<file path="src/rtl/rv_regfile_sb.sv">
// Integer register file with NRD combinational read ports, write-first bypass
// and a pending-write scoreboard used by decode for RAW stall detection.
module rv_regfile_sb #(
  parameter int                DWIDTH  = 32,
  parameter int                NREGS   = 32,
  parameter int                NRD     = 2,
  parameter logic [DWIDTH-1:0] SP_INIT = DWIDTH'(32'h0110_0000)
) (
  input  logic                           clk,
  input  logic                           reset,
  input  logic [NRD*$clog2(NREGS)-1:0]   rs_addr,
  output logic [NRD*DWIDTH-1:0]          rs_data,
  output logic [NRD-1:0]                 rs_busy,
  input  logic                           wren,
  input  logic [$clog2(NREGS)-1:0]       rd_addr,
  input  logic [DWIDTH-1:0]              rd_data,
  input  logic                           issue_valid,
  input  logic [$clog2(NREGS)-1:0]       issue_rd,
  output logic [$clog2(NREGS):0]         pending_cnt,
  output logic [NREGS-1:0]               pending_mask
);

  localparam int RW = $clog2(NREGS);

  // Interface contract: there is no handshake. A write is accepted on every
  // rising edge where wren is high and rd_addr != 0; an issue is accepted on
  // every rising edge where issue_valid is high and issue_rd != 0. Decode is
  // expected to hold off issue while rs_busy is set for a source it needs.

  logic [DWIDTH-1:0] regs [NREGS];
  logic [NREGS-1:0]  pending;
  logic [NREGS-1:0]  pend_nxt;
  logic [RW:0]       cnt_nxt;
  logic              wr_en;
  logic              set_en;

  assign wr_en  = wren && (rd_addr != '0);
  assign set_en = issue_valid && (issue_rd != '0);

  // Register storage; index 0 is never written so it stays at its reset zero.
  always_ff @(posedge clk or posedge reset) begin
    if (reset) begin
      for (int i = 0; i < NREGS; i++) begin
        if (NREGS > 2 && i == 2) regs[i] <= SP_INIT;
        else                     regs[i] <= '0;
      end
    end else if (wr_en) begin
      regs[rd_addr] <= rd_data;
    end
  end

  // Set is applied after clear so a same-cycle collision leaves the register
  // pending: the newly issued writer owns it.
  always_comb begin
    pend_nxt = pending;
    if (wr_en)  pend_nxt[rd_addr]  = 1'b0;
    if (set_en) pend_nxt[issue_rd] = 1'b1;
  end

  always_comb begin
    cnt_nxt = '0;
    for (int i = 0; i < NREGS; i++) begin
      cnt_nxt = cnt_nxt + {{RW{1'b0}}, pend_nxt[i]};
    end
  end

  always_ff @(posedge clk or posedge reset) begin
    if (reset) begin
      pending     <= '0;
      pending_cnt <= '0;
    end else begin
      pending     <= pend_nxt;
      pending_cnt <= cnt_nxt;
    end
  end

  assign pending_mask = pending;

  // Per-port read with same-cycle bypass; bypass is suppressed during reset so
  // the ports show the reset contents while reset is held.
  for (genvar gp = 0; gp < NRD; gp++) begin : g_rd
    logic [RW-1:0] addr;
    logic          hit;

    assign addr = rs_addr[gp*RW +: RW];
    assign hit  = wr_en && !reset && (rd_addr == addr);

    assign rs_data[gp*DWIDTH +: DWIDTH] = hit             ? rd_data :
                                          (addr == '0)    ? '0      :
                                          regs[addr];
    assign rs_busy[gp] = pending[addr] && !hit;
  end

endmodule

</file>
<file path="config.mk">
export PLATFORM = sky130hd
export DESIGN_NAME = rv_regfile_sb
export DESIGN_NICKNAME = d
export VERILOG_FILES = /design/src/rtl/rv_regfile_sb.sv
export SDC_FILE = /design/constraint.sdc
export NUM_CORES = 2
export LEC_CHECK = 0
export CORE_ASPECT_RATIO = 1.75
export CORE_MARGIN = 8
export CORE_UTILIZATION = 35
export DETAILED_ROUTE_END_ITERATION = 7
export DONT_BUFFER_PORTS = 1
export GPL_ROUTABILITY_DRIVEN = 0
export PLACE_DENSITY = 0.46
export RECOVER_POWER = 100
export SETUP_SLACK_MARGIN = 0.02
export SLEW_MARGIN = 10
export SYNTH_ARGS = -nofsm -noshare
export SYNTH_HDL_FRONTEND = slang
export SYNTH_SLANG_ARGS = --single-unit
</file>
<file path="constraint.sdc">
create_clock -name clk -period 42.8 [get_ports clk]
set_clock_uncertainty 0.2 [all_clocks]
set_input_delay 8.56 -clock clk [delete_from_list [all_inputs] [get_ports clk]]
set_output_delay 8.56 -clock clk [all_outputs]
set_load 0.02 [all_outputs]
</file>
==> results.cfg <==
[run_status]
status = finished, violations left
violations = capacitance limit, slew limit

[clocking]
cts_sinks = 1062
hold_buffers = 0
clock_latency_ns = 0.75
htreeDepth = 3
cts_resized = 0
clk_path_buf_depth = 3
cts_inserted_buffers = 113
clkTransAtPathRegs_ns = 0.06
cts-root-buf = clkbuf_16
cts_tree = yes
post_cts_buffers = 0

[setup_path]
crit_chain = nor2_1, nand3b_1, o21ai_0, clkbuf_1, o41ai_1, buf_4
arrival_ns = 15.24
critical-path-slowest-cell = nor2_1
path_delay_family = simple AND/OR/NAND/NOR gates
criticalPathCategory = in -> out
slowest_delay_ns = 2.32
r2r_start = pending_mask[25]$_DFF_PP0_
cp_max_fo = 202
rrSetupSlack_ns = 37.05
required_ns = 34.04
r2r_end = pending_cnt[4]$_DFF_PP0_
path_buf_inv = 2
r2r_cells = 13
cp-end-kind = primary output
startpoint_type = input port

[drt]
drc = 0
routed_wirelength_mm = 224
drt_iter0_drc = 2510
vias = 37000
firstDrtPassIters = 5
wire_per_inst_microns = 37.1
ant_nets = 0
viasPerCell = 6.14

[logic_synthesis]
postSynthAreaPerCell_sq_um = 14.4
syn_nets = 4093
ys_ff_latch = 1062
synth_area_sq_mm = 0.0578
synthFlopType = dfrtp_1
synth_seq_area_share = 0.460
synth-async-reset-ratio = 1.00
yosys_warnings = 0
ys_types = 63
synthCells = 4006
synth-edff-count = 0

[global_routing]
grt_pass1_vias = 39500
grtUsageTotal = 0.248
antenna_found_initial = 3
grt_max_degree = 329
grt_pass1_wl_mm = 317
grt_remaining_overflow = 0

[finish]
layout_commonest_cell = mux2_2
most-common-layout-cells = mux2_2, dfrtp_1, mux4_2
drive_gt1_frac = 0.465
fin_util = 0.381
area_delta_synth_final_pct = 8.46
finalNetCount = 3835

[timing]
fin_crit_ns = 24.00
hold_slack_ns = 0.193
finalMaxSlewViolations = 2323
rsz0062_at_grt = false
relSlewSlack = -2.83
max_slew.worst_pin.slew_ns = 5.71
min_period_over_period = 0.561
clock.fmax_mhz = 41.7
setup_viol = 0
hold_violations = 0
tns_ns = 0

[worst_hold_path]
min_path_cells = 0
holdCritPathClass = reg -> reg
hold_start = regs[992]$_DFFE_PP0P_
hold_path_end = regs[992]$_DFFE_PP0P_

[power]
power_frac_clock = 0.309
p_per_area_mw_per_mm2 = 52.6
p_switching_mw = 1.01
seq_power_share = 0.412
leakage_nw = 27.0
worst_ir_drop_vdd_mv = 0.242
internal_power_mw = 2.29
switching_share = 0.306
p_comb_frac = 0.278

[die]
dieArea_sq_mm = 0.179
rows = 197
io_pins = 160
start_util = 0.352
coreArea_sq_mm = 0.164
die_h_microns = 554
die_w_microns = 323

[place]
io_buffers = 0
hpwl_mm = 127

[run]
maxCapViolCount = 60
[cell type report]
type / instances / area (sq um)
Clock buffer: 164 / 3370
Sequential cell: 1062 / 26600
Tap cell: 2189 / 2740
Timing Repair Buffer: 77 / 390
Multi-Input combinational cell: 2447 / 29100
Antenna cell: 1 / 2.50
Clock inverter: 36 / 394
Fill cell: 15700 / 102000
Inverter: 47 / 178
[metrics by stage]
stage	instances	power, mW	area, sq um	worst slack, ns
4_1_cts	6022	3.34	63200	22.83
6_report	6023	3.30	62700	18.80
3_3_place_gp	5822	2.29	59400	22.86
2_1_floorplan	4006	2.05	57800	4.15
5_1_grt	6023	3.47	62700	19.12
3_5_place_dp	5822	2.31	59400	22.84
[power groups by stage]
stage          Combinational [mW]  Clock (mW)  Sequential, mW
2_1_floorplan               0.720           0            1.33
3_3_place_gp                0.924           0            1.37
3_5_place_dp                0.932           0            1.38
4_1_cts                     0.935        1.05            1.36
5_1_grt                      1.00        1.08            1.39
6_report                    0.918        1.02            1.36
[routing by layer]
metal / track usage / share of wire
met5: 0 / 0.000058
met4: 0.108 / 0.049
met3: 0.0471 / 0.060
met2: 0.429 / 0.51
met1: 0.299 / 0.38
[synthesized netlist by cell type (3+ instances only)]
master | n | area share
o22ai_1 | 104 | 0.011
inv_1 | 47 | 0.0031
o41ai_1 | 23 | 0.0035
and2_1 | 3 | 0.00032
nor2_1 | 35 | 0.0023
nand3b_1 | 5 | 0.00065
nand3_1 | 6 | 0.00052
buf_1 | 55 | 0.0036
nor3_1 | 12 | 0.0010
mux2i_1 | 155 | 0.027
dfrtp_1 | 1060 | 0.46
a221o_1 | 19 | 0.0033
clkbuf_1 | 223 | 0.014
mux4_2 | 408 | 0.16
buf_2 | 119 | 0.010
o21ai_0 | 9 | 0.00078
o31ai_1 | 30 | 0.0039
nand2_1 | 90 | 0.0058
buf_6 | 20 | 0.0039
o21ai_1 | 36 | 0.0031
o221ai_1 | 14 | 0.0021
a21oi_1 | 23 | 0.0020
a2111oi_0 | 5 | 0.00076
a211oi_1 | 42 | 0.0055
mux2_2 | 1123 | 0.22
a32o_1 | 9 | 0.0016
and3b_1 | 4 | 0.00061
buf_4 | 31 | 0.0040
a211o_1 | 10 | 0.0015
or2_2 | 6 | 0.00065
mux4_1 | 5 | 0.0023
nor3b_1 | 7 | 0.00091
a22oi_1 | 54 | 0.0070
nor2b_1 | 42 | 0.0045
ha_1 | 7 | 0.0015
a22o_1 | 92 | 0.014
nand2b_1 | 7 | 0.00076
xor2_1 | 11 | 0.0017
fa_1 | 24 | 0.0083
[registers in the layout (all words and copies together), names as in the netlist]
register / cells
pending_mask: 32
pending_cnt: 6
regs: 1024
[how the worst max path moves through the flow]
stage	end	startpoint	depth (start not counted)	slack, ns
2_1_floorplan	pending_cnt[0]$_DFF_PP0_	reset	1	4.15
3_3_place_gp	rs_data[7]	rs_addr[1]	6	22.86
3_5_place_dp	rs_data[7]	rs_addr[1]	6	22.84
4_1_cts	rs_data[7]	rs_addr[1]	6	22.83
5_1_grt	rs_data[7]	rs_addr[1]	6	19.12
6_report	rs_data[7]	rs_addr[1]	6	18.80
[worst reg2reg max path: stages, from the launching register on]
cell and delay [ns]:
dfrtp_1 0.59, a22oi_1 0.22, fa_1 0.76, fa_1 0.46
fa_1 0.52, inv_1 0.09, fa_1 0.55, fa_1 0.61
fa_1 0.44, ha_1 0.25, fa_1 0.46, a21o_1 0.23
a21oi_1 0.19, xnor2_1 0.13
[cells by family after synthesis]
group | Yosys count | share of synthesized area
multiplexers | 1691 | 0.407
flip-flops | 1062 | 0.460
buffers and inverters | 497 | 0.0398
AO/OA/AOI/OAI | 484 | 0.0623
AND/OR/NAND/NOR | 228 | 0.0198
adder cells (fa/ha/maj) | 31 | 0.00982
XOR/XNOR | 13 | 0.00197
No activity file was read; power rests on OpenSTA's default activity.
